<file path="src/rtl/bcd_up_counter_pkg.sv">
// Shared constants, types and the one-digit increment rule used by the
// BCD up-counter and its digit cells.
package bcd_up_counter_pkg;

    localparam int BCD_W = 4;

    typedef logic [BCD_W-1:0] digit_t;

    localparam digit_t BCD_MAX  = 4'd9;
    localparam digit_t BCD_ZERO = 4'd0;

    typedef struct packed {
        logic   carry;
        digit_t value;
    } digit_inc_t;

    // Codes 10..15 can only arrive by load; they roll over exactly like 9.
    function automatic digit_inc_t digit_inc(input digit_t value);
        digit_inc_t r;
        r.carry = (value >= BCD_MAX);
        r.value = r.carry ? BCD_ZERO : digit_t'(value + digit_t'(1));
        return r;
    endfunction

endpackage

</file>
<file path="src/rtl/bcd_up_digit.sv">
// One BCD digit cell: register, parallel load and a single-digit incrementer
// producing the rollover carry for the next cell.
module bcd_up_digit
    import bcd_up_counter_pkg::*;
(
    input  logic   clock,
    input  logic   reset,
    input  logic   ei,
    input  logic   ld,
    input  digit_t d,
    output digit_t q,
    output logic   co,
    output logic   nine
);

    digit_inc_t inc;

    assign inc = digit_inc(q);

    // NOTE: state is written with non-blocking assignments so every cell
    // samples its neighbours' pre-edge values, keeping the ripple chain exact.
    always_ff @(posedge clock or posedge reset) begin
        if (reset) begin
            q <= BCD_ZERO;
        end else if (ld) begin
            q <= d;
        end else if (ei) begin
            q <= inc.value;
        end
    end

    // co steps the next digit (non-BCD codes roll like 9); nine is a true 9.
    assign co   = ei & inc.carry & ~ld;
    assign nine = (q == BCD_MAX);

endmodule

</file>
<file path="src/rtl/bcd_up_counter.sv">
// Multi-digit decimal up counter built as a ripple chain of BCD digit cells,
// with parallel load and a combinational carry-out for cascading.
module bcd_up_counter
    import bcd_up_counter_pkg::*;
#(
    parameter int DIGITS = 2
) (
    input  logic                    clock,
    input  logic                    reset,
    input  logic                    ei,
    input  logic                    ld,
    input  logic [BCD_W*DIGITS-1:0] d,
    output logic [BCD_W*DIGITS-1:0] q,
    output logic                    eu
);

    logic [DIGITS:0]   carry;
    logic [DIGITS-1:0] nine;

    assign carry[0] = ei;

    generate
        for (genvar i = 0; i < DIGITS; i++) begin : g_digit
            bcd_up_digit u_digit (
                .clock (clock),
                .reset (reset),
                .ei    (carry[i]),
                .ld    (ld),
                .d     (d[BCD_W*i +: BCD_W]),
                .q     (q[BCD_W*i +: BCD_W]),
                .co    (carry[i+1]),
                .nine  (nine[i])
            );
        end
    endgenerate

    // Carry out only when the whole counter wraps and every digit is a real 9,
    // so a loaded non-BCD code never bumps the next instance.
    assign eu = carry[DIGITS] & (&nine);

endmodule

</file>
<file path="config.mk">
export PLATFORM = sky130hd
export DESIGN_NAME = bcd_up_counter
export DESIGN_NICKNAME = d
export VERILOG_FILES = /design/src/rtl/bcd_up_counter_pkg.sv /design/src/rtl/bcd_up_digit.sv /design/src/rtl/bcd_up_counter.sv
export SDC_FILE = /design/constraint.sdc
export NUM_CORES = 1
export LEC_CHECK = 0
export ABC_AREA = 1
export CAP_MARGIN = 0
export CORE_MARGIN = 1.5
export CORE_UTILIZATION = 38
export DETAILED_ROUTE_END_ITERATION = 6
export GPL_ROUTABILITY_DRIVEN = 0
export HOLD_SLACK_MARGIN = 0.03
export PLACE_DENSITY_LB_ADDON = 0.05
export SLEW_MARGIN = 20
export SYNTH_ARGS = -nofsm -noshare
export SYNTH_HDL_FRONTEND = slang
export SYNTH_HIERARCHICAL = 1
export SYNTH_SLANG_ARGS = --single-unit
</file>
<file path="constraint.sdc">
create_clock -name clock -period 1.9 [get_ports clock]
set_input_delay 0.57 -clock clock [delete_from_list [all_inputs] [get_ports clock]]
set_output_delay 0.57 -clock clock [all_outputs]
set_load 0.05 [all_outputs]
</file>
After elaboration in Yosys (flattened, before gate mapping). Index checks and enable logic that the tools add are counted.

Input bits: 12. Logic and storage cells: 23. Flip-flop bits (word level): 8. Output and inout bits: 9.

Reductions and logical operators: 3. Mux-type cells: 6. Magnitude comparators: 2. Equality and inequality tests: 2. Add/subtract/negate cells: 2. Bitwise operators: 6.

Operators with widths (count): 4-bit 2-to-1 mux (6); 4-bit by 1-bit adder with 4-bit output (second input constant) (2); 4-bit == test (second input constant) (2); 4-bit >= comparator (second input constant) (2); 1-bit AND (5); 2-bit nonzero test (2); 2-bit AND reduction (1); 1-bit inverter (1).

Longest topological paths before layout. Gate-level depths: netlist (run 1).

Depth in word-level cells: 6. Depth in mapped cells: 10. Mapped depth without buffers: 10.

Hierarchy. Netlist (run 1), hierarchy kept.

Modules (own cells, without submodules): bcd_up_digit (area each 290.3 µm², sequential area each 100.1 µm², instances 2, cells an instance 37); bcd_up_counter (area each 13.8 µm², sequential area each 0.0 µm², instances 1, cells an instance 3).

Least setup slack after synthesis (run 1). No wires, ideal clock.

Kind: flip-flop to output port. Start point: reg g_digit[0].u_digit.q[0]. End point: out eu. Arrival: 2.044 ns. Slack: -0.714 ns. Stages on the path, launching flop included: 10. Required time: 1.330 ns. Path buffers: 0. Cell sequence: dfrtp_1 inv_1 ha_1 nand2_1 nand2_2 nor3_2 inv_1 nor3_2 inv_1 nor2_2.

Cells in the longest elaborated chain, start to end: 6. Elaborated cells between the ends (all ways): 8. Those cells by class: 1 x order compare; 1 x eq/ne; 5 x bitwise; 1 x reduce/logical.

RTL lines: start: declaration (line bcd_up_digit.sv:11) `output digit_t q,`; start signal: assignment (line bcd_up_digit.sv:28) `q <= inc.value;`; 4-bit >= comparator (line bcd_up_counter_pkg.sv:20) `r.carry = (value >= BCD_MAX);`; 1-bit AND (2 in series) (line bcd_up_digit.sv:33) `assign co = ei & inc.carry & ~ld;`; via carry[1] (line bcd_up_counter.sv:17) `logic [DIGITS:0] carry;`; 1-bit AND (2 in series) (line bcd_up_digit.sv:33); via carry[2] (line bcd_up_counter.sv:17); 1-bit AND (line bcd_up_counter.sv:39) `assign eu = carry[DIGITS] & (&nine);`; end: declaration (line bcd_up_counter.sv:14) `output logic eu`.

The timed path passes the listed nets, and every way through them passes these cells.

Worst setup path after layout (run 1).
Start point: reg g_digit[0].u_digit.q[1]. End point: out eu.

Same word-level chain as after synthesis.

==> flow_summary_export.csv, run 1 <==
group,metric,value,unit
pwr,powerDensity,623,nW/um^2
die,core-area,1490,um^2
clock_network,cts-root-buf,"clkbuf_4",
logic_synthesis,yosys_warnings,6,
logic_synthesis,synth_top_area_share,33.7,%
die,fp.dieW,42.5,um
clock_network,cts_hold_buf,0,
die,rows,14,
cells_and_area,multi_input_area,407,um^2
cells_and_area,final_cell_mix,"buf_4 (24), nand2_1 (16), nand3_1 (9), clkdlybuf4s50_1 (9)",
critical_path,r2r_setup_slack,-120,ps
hold_path,hp-class,"input port to asynchronous set/reset pin",
drt,vias,721,
critical_path,critPathRequiredTime,1330,ps
critical_path,end_kind,"output port",
timing,fin_crit_sh,121,%
pwr,p_leak,0.000559,uW
timing,rsz0062_at_grt,"yes",
critical_path,cp_max_fo,2,
clock_network,cts_tree,"done",
critical_path,cp.arrival,1720,ps
timing,setup_slack,-392,ps
clock_network,clock-sinks,8,
die,boundaryPins,21,
global_routing,grt_use_total,22.0,%
timing,hold_viol_final,0,
drt,firstDrtPassIters,4,
drt,drt-initial-drc-count,30,
global_routing,grt_pass1_wl,2.90,mm
cells_and_area,largest_reg_flops,8,
drt,post_drt_via_cell_ratio,5.11,
cells_and_area,largest_register,"g_digit.u_digit/q",
drt,ant_nets,0,
status,violations,"negative setup slack",
timing,setup_viol,5,
cells_and_area,nNetsFinal,144,
logic_synthesis,syn_inst,77,
die,initial_core_util,39.9,%
drt,drc,0,
place,numPortBuffers,20,
timing,skew,8.22,ps
timing,max_freq,0.436,GHz
clock_network,numCtsBuffers,3,
pwr,peakVddDrop,0.522,mV
place,post-place-ws,-502,ps
critical_path,worstSetupPathType,"flip-flop to output port",
global_routing,grt_pass1_vias,685,
cells_and_area,final_common_cell,"buf_4",
cells_and_area,seqCellArea,203,um^2
logic_synthesis,ys_types,12,
clock_network,path_clk_slew,50,ps
drt,wire_per_inst,13.6,um
place,dpl.hpwl,1.18,mm
global_routing,grt_max_degree,14,
cells_and_area,fillCellCount,90,
cells_and_area,reg.largest.list,"g_digit.u_digit/q (8)",
logic_synthesis,seq_area_frac_synth,33.7,%
global_routing,antenna_found_initial,0,
drt,wl,1.91,mm
die,die-area,1810,um^2
pwr,p_total,715,uW
timing,fin_crit,2290,ps
timing,drv_slew,0,
global_routing,grt-ovfl-total,0,
cells_and_area,syn2layout_area_growth,93.1,%
clock_network,cts_buffer_depth,2,
cells_and_area,drive_gt1_share,44.0,%
timing,max-slew-margin-rel,81.5,%
clock_network,htreeDepth,1,
flow_run,max_cap_violations,0,
logic_synthesis,synth_area_per_cell,7.72,um^2
logic_synthesis,synth_seq_cells,8,
logic_synthesis,ys_top_cells_by_area,"dfrtp_1 (34%), ha_1 (13%), nand2_1 (11%), a22oi_1 (10%), nand3_1 (8.4%)",
status,status,"finished with violations",
cells_and_area,diodes,0,
logic_synthesis,synthesis.area,594,um^2
clock_network,insertion_delay,250,ps
logic_synthesis,syn-num-nets,95,
critical_path,critPathLaunchType,"flip-flop",
timing,worstMarginPinSlew,278,ps
timing,hold-worst-slack,527,ps
logic_synthesis,yosysTopAreaCell,"dfrtp_1",
die,die_h,42.5,um
-- cells in the mapped netlist --
| cell | n |
|---|---|
| nand4_1 | 2 |
| inv_1 | 11 |
| nor2_2 | 3 |
| nor3_2 | 2 |
| dfrtp_1 | 8 |
| nand2_2 | 2 |
| ha_1 | 6 |
| xor2_1 | 2 |
| nand3_1 | 10 |
| a22oi_1 | 8 |
| nand2_1 | 17 |
| nor2_1 | 6 |
-- report_power, final --
group          internal (uW)  leakage [uW]  switching, uW
clock                   79.7     0.0000150           49.0
combinational            175      0.000449            196
sequential               191     0.0000956           23.8
-- kinds of logic after synthesis --
group                      after synthesis  share of synthesized area, %
AOI/OAI and AO/OA                        8                          10.1
xor gates and xnor gates                 2                          2.95
adders and majority gates                6                          12.6
buffers and inverters                   11                          6.95
DFF                                      8                          33.7
and+or+nand+nor                         42                          33.7
-- final cells by class --
cell class              instances  share of cell area (%)
multi-input cells              58                    35.4
repair buffers                 44                    39.3
clock buffers                   4                    2.29
flip-flops and latches          8                    17.7
well taps                      16                    1.74
inverters                      11                    3.60
-- per-layer routing --
layer	routed length [um]	global-route usage [%]
met4	94	11.3
met3	83	3.02
met1	734	27.6
met5	0	0
met2	1000	36.6
-- worst max-delay path, cell delays in order (launching register included) --
cell     delay [ps]
dfrtp_2         400
inv_2            80
ha_4            120
nor2_1           30
nand2_1          80
nand2_2          80
nor3_4          150
inv_2            70
nor3_2          120
inv_1            90
nor2_4          120
buf_12          140
-- path summary, 6_finish.rpt --
check	cells after the start	from	to
hold / removal	2	reset	g_digit[0].u_digit/q[2]
setup reg to reg	15	g_digit[0].u_digit/q[1]	g_digit[1].u_digit/q[3]
max in group asynchronous	2	reset	g_digit[0].u_digit/q[1]
hold reg to reg	3	g_digit[1].u_digit/q[0]	g_digit[1].u_digit/q[0]
min in group clock	3	g_digit[1].u_digit/q[0]	g_digit[1].u_digit/q[0]
setup / recovery	11	g_digit[0].u_digit/q[1]	eu
-- through the flow --
step	cell area, um^2	TNS, ps	cells	util [%]
final	1150	-827	141	77.1
after global routing	1150	-1230	141	77.1
after CTS	1110	-1120	141	74.6
after detailed placement	985	-790	126	66.1
after global placement	985	-677	126	66.1
after floorplan	602	-378	77	-
-- timing repair --
action,4_1_cts,5_1_grt
pin swaps,6,6
buffers inserted,11,3
hold endpoints to repair,0,0
endpoints found under the setup margin,1,5
cloned,0,0
resized for setup,9,9
Power figures use the tool's default switching activity.
==> run 2, diff against run 1 <==
--- a/config.mk
+++ b/config.mk
@@ -6,7 +6,7 @@
 export NUM_CORES = 1
 export LEC_CHECK = 0
 export ABC_AREA = 1
-export CAP_MARGIN = 0
+export CAP_MARGIN = 40
 export CORE_MARGIN = 1.5
 export CORE_UTILIZATION = 38
 export DETAILED_ROUTE_END_ITERATION = 6
==> constraint.sdc (replaced) <==
create_clock -name clock -period 1.9 [get_ports clock]
set_input_delay 0.285 -clock clock [delete_from_list [all_inputs] [get_ports clock]]
set_output_delay 0.285 -clock clock [all_outputs]
set_load 0.05 [all_outputs]
==> flow_summary_export.csv, run 2 (synthesis results as in run 1) <==
group,metric,value,unit
critical_path,cp.arrival,1700,ps
timing,worstMarginPinSlew,504,ps
global_routing,grt_pass1_wl,3.44,mm
place,dpl_cell_area,852,um^2
drt,drt-initial-drc-count,20,
clock_network,htreeDepth,1,
place,numPortBuffers,20,
die,core-area,1490,um^2
cells_and_area,reg.largest.list,"g_digit.u_digit/q (8)",
timing,max-slew-margin-rel,66.3,%
timing,hold_viol_final,0,
clock_network,numCtsBuffers,3,
cells_and_area,nNetsFinal,146,
critical_path,crit_family,"simple AND/OR/NAND/NOR gates",
cells_and_area,largest_register,"g_digit.u_digit/q",
timing,drv_slew,0,
status,violations,"negative setup slack",
clock_network,cts-root-buf,"clkbuf_4",
global_routing,grt_max_degree,14,
pwr,p_total,733,uW
cells_and_area,final_cell_mix,"buf_4 (27), nand2_1 (14), clkdlybuf4s50_1 (13), inv_1 (8), a22oi_1 (8)",
critical_path,worstSetupPathType,"flip-flop to output port",
timing,skew,5.99,ps
drt,wire_per_inst,14.8,um
clock_network,cts_buffer_depth,2,
drt,wl,2.11,mm
cells_and_area,final_common_cell,"buf_4",
drt,post_drt_via_cell_ratio,5.21,
pwr,peakVddDrop,0.446,mV
die,boundaryPins,21,
cells_and_area,syn2layout_area_growth,92.6,%
cells_and_area,diodes,0,
cells_and_area,drive_gt1_share,46.5,%
critical_path,worstPathCellList,"inv_4, ha_4, nor2_2, nand2_2, nand2_4, nor3_4, inv_2, nor3_2, inv_1, nor2_4, buf_12",
critical_path,critPathBufInv,4,
place,dpl.hpwl,1.05,mm
clock_network,insertion_delay,250,ps
drt,vias,745,
critical_path,end_kind,"output port",
global_routing,antenna_found_initial,0,
drt,firstDrtPassIters,4,
timing,fin_crit,1980,ps
clock_network,clock-sinks,8,
timing,fin_crit_sh,104,%
critical_path,cp_max_fo,2,
global_routing,grt_use_total,26.1,%
critical_path,max_stage_delay,430,ps
timing,setup_slack,-82.6,ps
critical_path,critPathLaunchType,"flip-flop",
global_routing,grt-ovfl-total,0,
die,die_h,42.5,um
cells_and_area,utilization,76.9,%
critical_path,cpMaxStageDelayCell,"dfrtp_2",
flow_run,max_cap_violations,0,
status,status,"finished with violations",
die,rows,14,
hold_path,hp-class,"input port to asynchronous set/reset pin",
cells_and_area,largest_reg_flops,8,
clock_network,cts_hold_buf,0,
global_routing,grt_pass1_vias,780,
critical_path,critPathRequiredTime,1620,ps
clock_network,path_clk_slew,50,ps
die,fp.dieW,42.5,um
timing,max_freq,0.504,GHz
die,initial_core_util,39.9,%
pwr,p_leak,0.000563,uW
timing,setup_viol,4,
pwr,powerDensity,640,nW/um^2
timing,rsz0062_at_grt,"yes",
cells_and_area,stdcell_area,1140,um^2
die,die-area,1810,um^2
drt,ant_nets,0,
drt,drc,0,
clock_network,cts_tree,"done",
[run 2: cell type report]
class | count | area [um^2]
repair buffers | 46 | 412
well taps | 16 | 20.0
inverters | 11 | 46.3
multi-input cells | 58 | 437
fillers | 104 | 344
clock buffers | 4 | 26.3
flip-flops and latches | 8 | 204
[run 2: per-stage QoR]
step | setup TNS [ps] | cells | hold WS (ps) | worst slack (ps)
2_1_floorplan | -92.6 | 77 | 50.9 | -92.6
3_3_place_gp | 0 | 117 | 501 | 60.1
3_5_place_dp | 0 | 117 | 503 | 31.0
4_1_cts | -234 | 146 | 229 | -119
5_1_grt | -602 | 143 | 272 | -189
6_report | -128 | 143 | 236 | -82.6
[run 2: what timing repair did]
item                       4_1_cts  5_1_grt
hold endpoints to repair         0        0
buffers inserted                25        2
gates resized for setup         12       17
setup endpoints to repair        1       10
pin swaps                        5        4
[run 2: worst register-to-register path, delay by kind of cell (launching register included)]
kind	cells	cell delay [ps]
buffers and inverters	6	650
DFF	1	430
and+or+nand+nor	7	650
adders and majority gates	1	140
[run 2: final timing paths]
path                       slack [ps]                     from                      end  cells past startpoint
setup / recovery                  -80  g_digit[0].u_digit/q[1]                       eu                     11
hold / removal                    240                    reset  g_digit[0].u_digit/q[2]                      2
setup reg to reg                  -30  g_digit[0].u_digit/q[1]  g_digit[1].u_digit/q[1]                     14
hold reg to reg                   630  g_digit[0].u_digit/q[0]  g_digit[0].u_digit/q[0]                      2
max in group asynchronous        1500                    reset  g_digit[1].u_digit/q[0]                      2
min in group clock                630  g_digit[0].u_digit/q[0]  g_digit[0].u_digit/q[0]                      2
[run 2: report_power, final]
group	total, uW	switching, uW	internal [uW]
Combinational	374	202	172
Clock	130	50.0	79.8
Sequential	229	37.4	192
[run 2: routing by layer]
layer | up-vias | wire length (um) | track usage (%)
met3 | 12 | 70 | 3.02
met2 | 28 | 1000 | 36.9
li1 | 358 | - | -
met5 | - | 0 | 0
met4 | 0 | 110 | 21.3
met1 | 347 | 928 | 35.2
